## config.mk

```make
export PLATFORM = sky130hd
export DESIGN_NAME = quad_multi
export DESIGN_NICKNAME = d
export VERILOG_FILES = /design/src/rtl/quad_pkg.sv /design/src/rtl/quad_channel.sv /design/src/rtl/quad_multi.sv
export SDC_FILE = /design/constraint.sdc
export NUM_CORES = 1
export LEC_CHECK = 0
export CAP_MARGIN = 20
export CORE_AREA = 3 3 188 190
export DETAILED_ROUTE_END_ITERATION = 7
export DIE_AREA = 0 0 191 193
export HOLD_SLACK_MARGIN = 0.08
export MAX_ROUTING_LAYER = met4
export PLACE_DENSITY_LB_ADDON = 0.1
export SETUP_SLACK_MARGIN = 0.15
export SYNTH_ARGS = -nofsm -noshare
export SYNTH_HDL_FRONTEND = slang
export SYNTH_SLANG_ARGS = --single-unit
```

## constraint.sdc

```tcl
create_clock -name clk -period 6.56 [get_ports clk]
set_input_delay 1.312 -clock clk [delete_from_list [all_inputs] [get_ports clk]]
set_output_delay 1.312 -clock clk [all_outputs]
set_load 0.01 [all_outputs]
```

## src/rtl/quad_pkg.sv

```systemverilog
// -----------------------------------------------------------------------------
// quad_pkg
//   Shared types and helpers for the quad_multi encoder decoder.
//   - quad_state_t : 2-bit encoder state, packed as {A,B}
//   - step_t       : result of comparing two successive encoder states
//   - decode_step  : classifies a prev->cur transition as none/up/down/illegal
//   - sat_signed   : clamps a signed value into a signed field of given width
//   Optional velocity path elsewhere is enabled by macro QUAD_VELOCITY_EN.
// -----------------------------------------------------------------------------
package quad_pkg;

    typedef logic [1:0] quad_state_t;

    typedef enum logic [1:0] {
        STEP_NONE    = 2'd0,
        STEP_UP      = 2'd1,
        STEP_DN      = 2'd2,
        STEP_ILLEGAL = 2'd3
    } step_t;

    // Exactly one bit changing is a legal quadrature step; its direction is
    // A_new ^ B_old, which makes 00->10->11->01->00 count upwards.
    function automatic step_t decode_step(input quad_state_t prev, input quad_state_t cur);
        quad_state_t v_diff;
        v_diff = prev ^ cur;
        case (v_diff)
            2'b00:   return STEP_NONE;
            2'b11:   return STEP_ILLEGAL;
            default: return (cur[1] ^ prev[0]) ? STEP_UP : STEP_DN;
        endcase
    endfunction

    // Saturate a signed 32-bit value into [-2^(width-1), 2^(width-1)-1].
    function automatic logic signed [31:0] sat_signed(input logic signed [31:0] in, input int width);
        longint v_max;
        longint v_min;
        v_max = (longint'(1) <<< (width - 1)) - 1;
        v_min = -(longint'(1) <<< (width - 1));
        if (longint'(in) > v_max)
            return 32'(v_max);
        else if (longint'(in) < v_min)
            return 32'(v_min);
        else
            return in;
    endfunction

endpackage

```

## src/rtl/quad_channel.sv

```systemverilog
// -----------------------------------------------------------------------------
// quad_channel
//   One encoder channel: 2-FF synchroniser, per-bit stability debounce,
//   transition decode, wrap-around signed position counter, sticky error flag
//   and (with QUAD_VELOCITY_EN defined) the per-window velocity snapshot.
// Ports
//   clk, reset_n  : clock, asynchronous active-low reset
//   i_quad_a/b    : raw encoder pins, asynchronous to clk
//   i_zero        : synchronous clear of position (and velocity snapshot)
//   i_err_clr     : clear of the sticky error flag
//   i_sample      : window-end strobe from the top (velocity build only)
//   o_count       : signed position
//   o_err         : sticky illegal-transition flag
//   o_vel         : saturated counts in the last window (0 without QUAD_VELOCITY_EN)
// -----------------------------------------------------------------------------
module quad_channel
    import quad_pkg::*;
#(
    parameter int CNT_W          = 24,
    parameter int DEBOUNCE_TICKS = 5,
    parameter int VEL_W          = 16
) (
    input  logic                    clk,
    input  logic                    reset_n,
    input  logic                    i_quad_a,
    input  logic                    i_quad_b,
    input  logic                    i_zero,
    input  logic                    i_err_clr,
    input  logic                    i_sample,
    output logic signed [CNT_W-1:0] o_count,
    output logic                    o_err,
    output logic signed [VEL_W-1:0] o_vel
);

    localparam int DB_W = (DEBOUNCE_TICKS > 1) ? $clog2(DEBOUNCE_TICKS) : 1;
    localparam logic [DB_W-1:0] DB_LAST = DB_W'(DEBOUNCE_TICKS - 1);

    quad_state_t             r_sync1;
    quad_state_t             r_sync2;
    quad_state_t             r_deb;
    quad_state_t             r_prev;
    logic [DB_W-1:0]         r_db_cnt [2];
    logic signed [CNT_W-1:0] r_count;
    logic                    r_err;
    step_t                   w_step;

    // Synchroniser and debounce. A debounced bit follows the synchronised bit
    // only after it has disagreed for DEBOUNCE_TICKS consecutive cycles; any
    // cycle of agreement restarts the count.
    always_ff @(posedge clk or negedge reset_n) begin
        if (!reset_n) begin
            r_sync1 <= '0;
            r_sync2 <= '0;
            r_deb   <= '0;
            for (int i = 0; i < 2; i++) r_db_cnt[i] <= '0;
        end else begin
            r_sync1 <= {i_quad_a, i_quad_b};
            r_sync2 <= r_sync1;
            for (int i = 0; i < 2; i++) begin
                if (r_sync2[i] == r_deb[i]) begin
                    r_db_cnt[i] <= '0;
                end else if (r_db_cnt[i] == DB_LAST) begin
                    r_deb[i]    <= r_sync2[i];
                    r_db_cnt[i] <= '0;
                end else begin
                    r_db_cnt[i] <= r_db_cnt[i] + DB_W'(1);
                end
            end
        end
    end

    assign w_step = decode_step(r_prev, r_deb);

    // Decode and count. zero overrides a step landing in the same cycle but
    // leaves the previous-state register tracking the encoder.
    always_ff @(posedge clk or negedge reset_n) begin
        if (!reset_n) begin
            r_prev  <= '0;
            r_count <= '0;
            r_err   <= 1'b0;
        end else begin
            r_prev <= r_deb;
            if (i_zero)
                r_count <= '0;
            else if (w_step == STEP_UP)
                r_count <= r_count + CNT_W'(1);
            else if (w_step == STEP_DN)
                r_count <= r_count - CNT_W'(1);

            if (w_step == STEP_ILLEGAL)
                r_err <= 1'b1;
            else if (i_err_clr)
                r_err <= 1'b0;
        end
    end

    assign o_count = r_count;
    assign o_err   = r_err;

`ifdef QUAD_VELOCITY_EN
    logic signed [CNT_W-1:0] r_snap;
    logic signed [VEL_W-1:0] r_vel;
    logic signed [CNT_W-1:0] w_delta;
    logic signed [31:0]      w_sat;

    // Wrapped difference is taken at CNT_W bits, then sign-extended so a
    // counter wrap inside the window still yields the small true delta.
    assign w_delta = r_count - r_snap;
    assign w_sat   = sat_signed(32'(w_delta), VEL_W);

    always_ff @(posedge clk or negedge reset_n) begin
        if (!reset_n) begin
            r_snap <= '0;
            r_vel  <= '0;
        end else begin
            if (i_sample)
                r_vel <= VEL_W'(w_sat);
            // Zeroing moves the snapshot with the count so the jump is not
            // reported as motion.
            if (i_zero)
                r_snap <= '0;
            else if (i_sample)
                r_snap <= r_count;
        end
    end

    assign o_vel = r_vel;
`else
    logic w_unused_sample;
    assign w_unused_sample = i_sample;
    assign o_vel = '0;
`endif

endmodule

```

## src/rtl/quad_multi.sv

```systemverilog
// -----------------------------------------------------------------------------
// quad_multi
//   NUM_CH-channel 4x quadrature decoder for motor encoders. Each channel is a
//   quad_channel instance; this level owns the shared velocity window counter
//   and vel_valid strobe. Velocity is built only when QUAD_VELOCITY_EN is
//   defined; otherwise vel and vel_valid are constant 0.
// Ports
//   clk, reset_n : clock, asynchronous active-low reset
//   quad_a/b     : raw encoder inputs, one bit per channel
//   zero         : per-channel synchronous position clear (level)
//   err_clr      : per-channel sticky-error clear
//   count        : NUM_CH x CNT_W positions, ch0 in LSBs
//   err          : per-channel sticky illegal-transition flag
//   vel          : NUM_CH x VEL_W signed counts per window, ch0 in LSBs
//   vel_valid    : one-cycle pulse when vel is refreshed
// -----------------------------------------------------------------------------
module quad_multi
    import quad_pkg::*;
#(
    parameter int NUM_CH         = 6,
    parameter int CNT_W          = 24,
    parameter int DEBOUNCE_TICKS = 5,
    parameter int CLK_FREQ_HZ    = 32_000_000,
    parameter int VEL_WINDOW     = CLK_FREQ_HZ / 1000,
    parameter int VEL_W          = 16
) (
    input  logic                    clk,
    input  logic                    reset_n,
    input  logic [NUM_CH-1:0]       quad_a,
    input  logic [NUM_CH-1:0]       quad_b,
    input  logic [NUM_CH-1:0]       zero,
    input  logic [NUM_CH-1:0]       err_clr,
    output logic [NUM_CH*CNT_W-1:0] count,
    output logic [NUM_CH-1:0]       err,
    output logic [NUM_CH*VEL_W-1:0] vel,
    output logic                    vel_valid
);

    logic        w_sample;
    logic [31:0] w_unused_cfg;

    // Clock frequency only feeds the window default; keep it referenced.
    assign w_unused_cfg = 32'(CLK_FREQ_HZ) ^ 32'(VEL_WINDOW);

`ifdef QUAD_VELOCITY_EN
    localparam int WC_W = $clog2(VEL_WINDOW);

    logic [WC_W-1:0] r_win_cnt;
    logic            r_vel_valid;

    assign w_sample = (r_win_cnt == WC_W'(VEL_WINDOW - 1));

    always_ff @(posedge clk or negedge reset_n) begin
        if (!reset_n) begin
            r_win_cnt   <= '0;
            r_vel_valid <= 1'b0;
        end else begin
            r_win_cnt   <= w_sample ? '0 : r_win_cnt + WC_W'(1);
            r_vel_valid <= w_sample;
        end
    end

    assign vel_valid = r_vel_valid;
`else
    assign w_sample  = 1'b0;
    assign vel_valid = 1'b0;
`endif

    for (genvar g = 0; g < NUM_CH; g++) begin : g_ch
        quad_channel #(
            .CNT_W          (CNT_W),
            .DEBOUNCE_TICKS (DEBOUNCE_TICKS),
            .VEL_W          (VEL_W)
        ) u_channel (
            .clk       (clk),
            .reset_n   (reset_n),
            .i_quad_a  (quad_a[g]),
            .i_quad_b  (quad_b[g]),
            .i_zero    (zero[g]),
            .i_err_clr (err_clr[g]),
            .i_sample  (w_sample),
            .o_count   (count[g*CNT_W +: CNT_W]),
            .o_err     (err[g]),
            .o_vel     (vel[g*VEL_W +: VEL_W])
        );
    end

endmodule

```

==> run summary, run 1 <==
status: complete, no violations
clock-pin slew on the worst setup and hold paths: 0.07 ns
Post-CTS Setup Inserts: 0
fillers: 2,998
WHS Path Cells: 0
Achievable Freq: 213.5 MHz
met3 GRT Util: 2.549%
top post-synthesis cells by count: dfrtp_1, nor2_1, ha_1, a21oi_1, buf_4
CTS Hold Buffers Added: 0
Synth area leaders: dfrtp_1, ha_1, mux2i_1, buf_4, nor2_1
met2 usage: 33.12%
worst path cell trace: xor2_1, ha_1, buf_4, and2_1, inv_1, ha_1, o21ai_0, o21bai_1, a211oi_2, o31ai_1, o31a_1, a41o_1, o311a_1, mux2_4
Worst Setup Path Type: reg -> reg
skew final: 0.01746 ns
clock sink count: 234
Yosys cell types: 78
clock insertion delay at the later pin of the skew report: 0.55 ns
final setup fails: 0
most numerous cell on the critical path: ha_1
Final period util: 71.41%
antenna-violating nets left: 0
r2r startpoint: g_ch[0].u_channel.r_deb[1]
routability cong.: 0.9034
Yosys warning count: 0
measured slew at the worst slew-check pin: 0.9735 ns
Max Cap Viol: 0
HP Class: reg -> reg
count leader, synth: dfrtp_1
Root Driver: clkbuf_16
number of synthesized flops with an enable pin: 0
number of antenna violations at the first check in global routing: 1
Buf/Inv on CP: 2
Mean Syn Cell Area: 9.139 µm²
nets@finish: 2,195
Boundary Pins: 273
clock buffer depth: 3
reg2reg end: g_ch[0].u_channel.o_count[23]
Worst setup EP type: flip-flop
CP Data Required Time: 7.00 ns
dominant cell type by area after synthesis: dfrtp_1
Final Hold Viols: 0
drc violations: 0
Setup Total Neg Slack: 0 ns
largest net degree at the start of global routing: 127
CTS tree: done
CP top delay family: compound AO/OA/AOI/OAI gates
std cell rows: 67
Total GRT Usage: 20.47%
RSZ-0062 raised after global routing: false
R2R cell count: 14
vias post-DR: 13,545
vias in the first global route: 13,108
post-cts sizing count: 0
GRT met1 Usage: 28.05%
FF+latch count, synth: 234
Post-Syn Instances: 1,843
min cycle time layout: 4.684 ns
slew margin rel.: 34.89%
area grow syn2layout: 17.20%
cts bufs inserted: 30
drt first-iter violations: 658
Reg2Reg Setup Slack: 1.88 ns
hold endpoint: g_ch[0].u_channel.r_sync2[1]
post-synth top area share: 34.76%
die area: 36,860 µm²
CTS H-tree depth: 1
async set or reset register ratio after synthesis: 100.0%
grt peak-use layer: met2
slowest stage cell, crit path: ha_1
synthesized cell area: 16,840 µm²
core area: 33,620 µm²
final wirelength: 37.40 mm
IO buf count: 175
Seq/Total Area, Yosys: 34.76%
WL/cell: 15.12 µm
peak fanout along the critical path: 27
hold_sp: g_ch[0].u_channel.r_sync1[1]
DR pass1 iterations: 5
Largest stage delay, worst path: 0.49 ns
critical path startpoint category: flip-flop
Slew Limit Fails: 0
Synth Flop Type: dfrtp_1
Initial Util: 50.11%
hpwl dp: 26.69 mm
crit path DAT: 5.12 ns
Die X: 191 µm
Die Ht: 193 µm
layout cells sized above 1: 4.049%
first-pass GRT wire length: 62.56 mm
via/cell ratio: 5.475
grt ovf: 0
sequential cells by signal, summed over array words and instances, names as in the netlist:
name                     cells
g_ch.u_channel.r_deb        12
g_ch.u_channel.r_sync1      12
g_ch.u_channel.o_count     144
g_ch.u_channel.o_err         6
g_ch.u_channel.r_sync2      12
g_ch.u_channel.r_prev       12
g_ch.u_channel.r_db_cnt     36
layout by cell type, fill, tap and decap left out, drive strengths merged, types with 9 or more instances in the layout:
cell and n:
dfrtp 234, nor2 198, clkdlybuf4s50 174, ha 162, a21oi 126, nand2 100
conb 97, inv 89, mux2i 80, o21ai 77, xnor2 76, a21o 51
nand3 46, xor2 44, clkbuf 43, nor3 31, o21bai 28, a211oi 28
nor2b 25, nand2b 24, and2 23, o21a 23, nand4 20, a31oi 18
or3 15, and3 14, o211ai 13, mux2 13, a211o 10, nor3b 9
buf 9
per-stage QoR:
stage	hold WS [ns]	utilization [%]	instance area [µm²]	setup WS, ns	instances
6_report	0.3459	58.72	19740	1.876	2474
4_1_cts	0.3493	58.72	19740	1.887	2473
3_5_place_dp	0.3364	55.43	18630	1.908	2417
2_1_floorplan	0.3312	-	17200	1.973	1939
5_1_grt	0.3509	58.72	19740	1.499	2474
3_3_place_gp	0.3318	55.43	18630	2.002	2417
kinds of logic after synthesis:
kind of cell,share of synthesized area [%]
adder cells (fa/ha/maj),12.75
flip-flops,34.76
multiplexers,5.646
AO/OA/AOI/OAI,17.70
XOR/XNOR,6.240
AND/OR/NAND/NOR,15.21
other,0.02226
buffers and inverters,7.666
worst max path at each step:
stage | start | end | slack (ns) | cells after the start
2_1_floorplan | g_ch[2].u_channel.r_deb[1] | g_ch[2].u_channel.o_count[17] | 1.97 | 16
3_3_place_gp | g_ch[0].u_channel.r_deb[1] | g_ch[0].u_channel.o_count[23] | 2.00 | 14
3_5_place_dp | g_ch[0].u_channel.r_deb[1] | g_ch[0].u_channel.o_count[23] | 1.91 | 14
4_1_cts | g_ch[0].u_channel.r_deb[1] | g_ch[0].u_channel.o_count[23] | 1.89 | 14
5_1_grt | g_ch[0].u_channel.r_deb[1] | g_ch[0].u_channel.o_count[23] | 1.50 | 14
6_report | g_ch[0].u_channel.r_deb[1] | g_ch[0].u_channel.o_count[23] | 1.88 | 14
area by class of cell:
| cell class | count | area (µm²) | area share, % |
|---|---|---|---|
| clock buffers | 43 | 900.9 | 4.564 |
| well taps | 448 | 560.5 | 2.840 |
| flip-flops and latches | 234 | 5856 | 29.66 |
| inverters | 88 | 330.3 | 1.673 |
| diodes | 1 | 2.502 | 0.01268 |
| clock inverters | 13 | 203.9 | 1.033 |
| multi-input cells | 1464 | 10060 | 50.95 |
| repair buffers | 183 | 1829 | 9.267 |
metal layers:
layer  vias up  routed length (µm)
li1       6748                   -
met1      6426               17780
met2       330               17250
met3        41                1872
met4         0                 485
met5         -                   0
Power of run 1 is left out: the tool's default activity adds up to more than one toggle a clock period on the data nets, which glitch-free logic cannot reach.
==> run 2: changes to the inputs <==
==> constraint.sdc (replaced) <==
create_clock -name clk -period 4.9 [get_ports clk]
set_input_delay 0.98 -clock clk [delete_from_list [all_inputs] [get_ports clk]]
set_output_delay 0.98 -clock clk [all_outputs]
set_load 0.01 [all_outputs]
==> run 2 against run 1 <==
Net effect:
- first-iteration DRC count decreased by 16%
- critical path depth unchanged
- sequential share of layout area increased by 0.051 points
- critical path type unchanged
- design area decreased by 0.17%
- routed wire length increased by 0.75%
- clock skew decreased by 0.0069 ns
- die area unchanged
- final cell count increased by 0.20%
- utilization decreased by 0.10 points
==> run summary, run 2 (same netlist as run 1, synthesis figures left out) <==
measured slew at the worst slew-check pin: 1.010 ns
worst path cell trace: xor2_1, ha_1, and2_1, inv_1, buf_4, ha_1, a21oi_1, o21ai_0, a221oi_1, o31ai_1, o31a_1, a41o_1, o311a_1, mux2_4
Worst setup EP type: flip-flop
Final Hold Viols: 0
WHS Path Cells: 0
Initial Util: 50.11%
Slew Limit Fails: 0
crit path DAT: 4.53 ns
Root Driver: clkbuf_16
Achievable Freq: 243.7 MHz
number of antenna violations at the first check in global routing: 1
nets@finish: 2,203
first-pass GRT wire length: 64.09 mm
slew margin rel.: 32.45%
hpwl dp: 27.34 mm
RSZ-0062 raised after global routing: false
number of flip-flops in the largest register: 144
CP Data Required Time: 5.33 ns
clock-pin slew on the worst setup and hold paths: 0.06 ns
final setup fails: 0
Setup Total Neg Slack: 0 ns
post-cts sizing count: 0
DR pass1 iterations: 5
CTS tree: done
antenna-violating nets left: 0
vias in the first global route: 13,291
final wirelength: 37.68 mm
clock buffer depth: 3
std cell rows: 67
vias post-DR: 13,445
Post-CTS Setup Inserts: 0
clock sink count: 234
r2r startpoint: g_ch[0].u_channel.r_deb[1]
Worst Setup Path Type: reg -> reg
Boundary Pins: 273
commonest non-fill, non-tap cell in the layout: dfrtp_1
min cycle time layout: 4.103 ns
via/cell ratio: 5.424
Die X: 191 µm
Final period util: 83.73%
cts bufs inserted: 29
status: complete, no violations
hold_sp: g_ch[2].u_channel.r_sync1[1]
routability cong.: 0.8853
Largest stage delay, worst path: 0.43 ns
R2R cell count: 14
reg2reg end: g_ch[0].u_channel.o_count[23]
fillers: 2,963
HP Class: reg -> reg
layout cells sized above 1: 4.286%
Max Cap Viol: 0
WHS: 0.3467 ns
critical path startpoint category: flip-flop
most frequent cells in the layout: dfrtp_1, nor2_1, clkdlybuf4s50_1
CTS Hold Buffers Added: 0
die area: 36,860 µm²
WL/cell: 15.20 µm
largest net degree at the start of global routing: 108
skew final: 0.01055 ns
peak fanout along the critical path: 14
drc violations: 0
most numerous cell on the critical path: ha_1
clock insertion delay at the later pin of the skew report: 0.55 ns
grt ovf: 0
hold endpoint: g_ch[2].u_channel.r_sync2[1]
core area: 33,620 µm²
Reg2Reg Setup Slack: 0.80 ns
Sequential Area: 5856 µm²
slowest stage cell, crit path: dfrtp_1
CTS H-tree depth: 1
Multi-input gate area: 10,060 µm²
area grow syn2layout: 17.00%
IO buf count: 175
drt first-iter violations: 553
Total GRT Usage: 21.01%
Die Ht: 193 µm
[run 2: how the worst max path moves through the flow]
stage,startpoint,end,slack (ns)
floorplan,g_ch[2].u_channel.r_deb[1],g_ch[2].u_channel.o_count[17],0.31
global placement,g_ch[0].u_channel.r_deb[1],g_ch[0].u_channel.o_count[23],0.88
detailed placement,g_ch[0].u_channel.r_deb[1],g_ch[0].u_channel.o_count[23],0.83
CTS,g_ch[0].u_channel.r_deb[1],g_ch[0].u_channel.o_count[23],0.81
global route,g_ch[0].u_channel.r_deb[1],g_ch[0].u_channel.o_count[23],0.49
finish,g_ch[0].u_channel.r_deb[1],g_ch[0].u_channel.o_count[23],0.80
[run 2: cell type report]
type	count	share of cell area [%]
Clock buffer	40	4.248
Tap cell	448	2.844
Clock inverter	12	0.8444
Timing Repair Buffer	192	9.625
Multi-Input combinational cell	1464	51.03
Inverter	88	1.676
Sequential cell	234	29.71
Antenna cell	1	0.01270
[run 2: metal layers]
metal | global-route usage [%] | vias to the layer above | share of wire (%)
met5 | - | - | 0
met4 | 4.911 | 0 | 1.6
met3 | 2.350 | 49 | 4.6
met2 | 33.71 | 305 | 46
met1 | 28.86 | 6359 | 48
li1 | - | 6732 | -
[run 2: metrics by stage]
| step | instance area, µm² | util (%) | setup slack, ns | std cells |
|---|---|---|---|---|
| final | 19710 | 58.62 | 0.7970 | 2479 |
| after global routing | 19710 | 58.62 | 0.4853 | 2479 |
| after CTS | 19700 | 58.61 | 0.8095 | 2478 |
| after detailed placement | 18700 | 55.63 | 0.8263 | 2426 |
| after global placement | 18700 | 55.63 | 0.8819 | 2426 |
| after floorplan | 17200 | - | 0.3127 | 1939 |
[run 2: worst max-delay path: cells and delay by family (launching register included)]
kind | cells | cell delay [ns]
AOI/OAI and AO/OA | 7 | 1.71
xor gates and xnor gates | 1 | 0.18
adders and majority gates | 2 | 0.65
buffers and inverters | 2 | 0.46
DFF | 1 | 0.43
muxes | 1 | 0.30
and+or+nand+nor | 1 | 0.25
Power of run 2 is left out for the same reason.
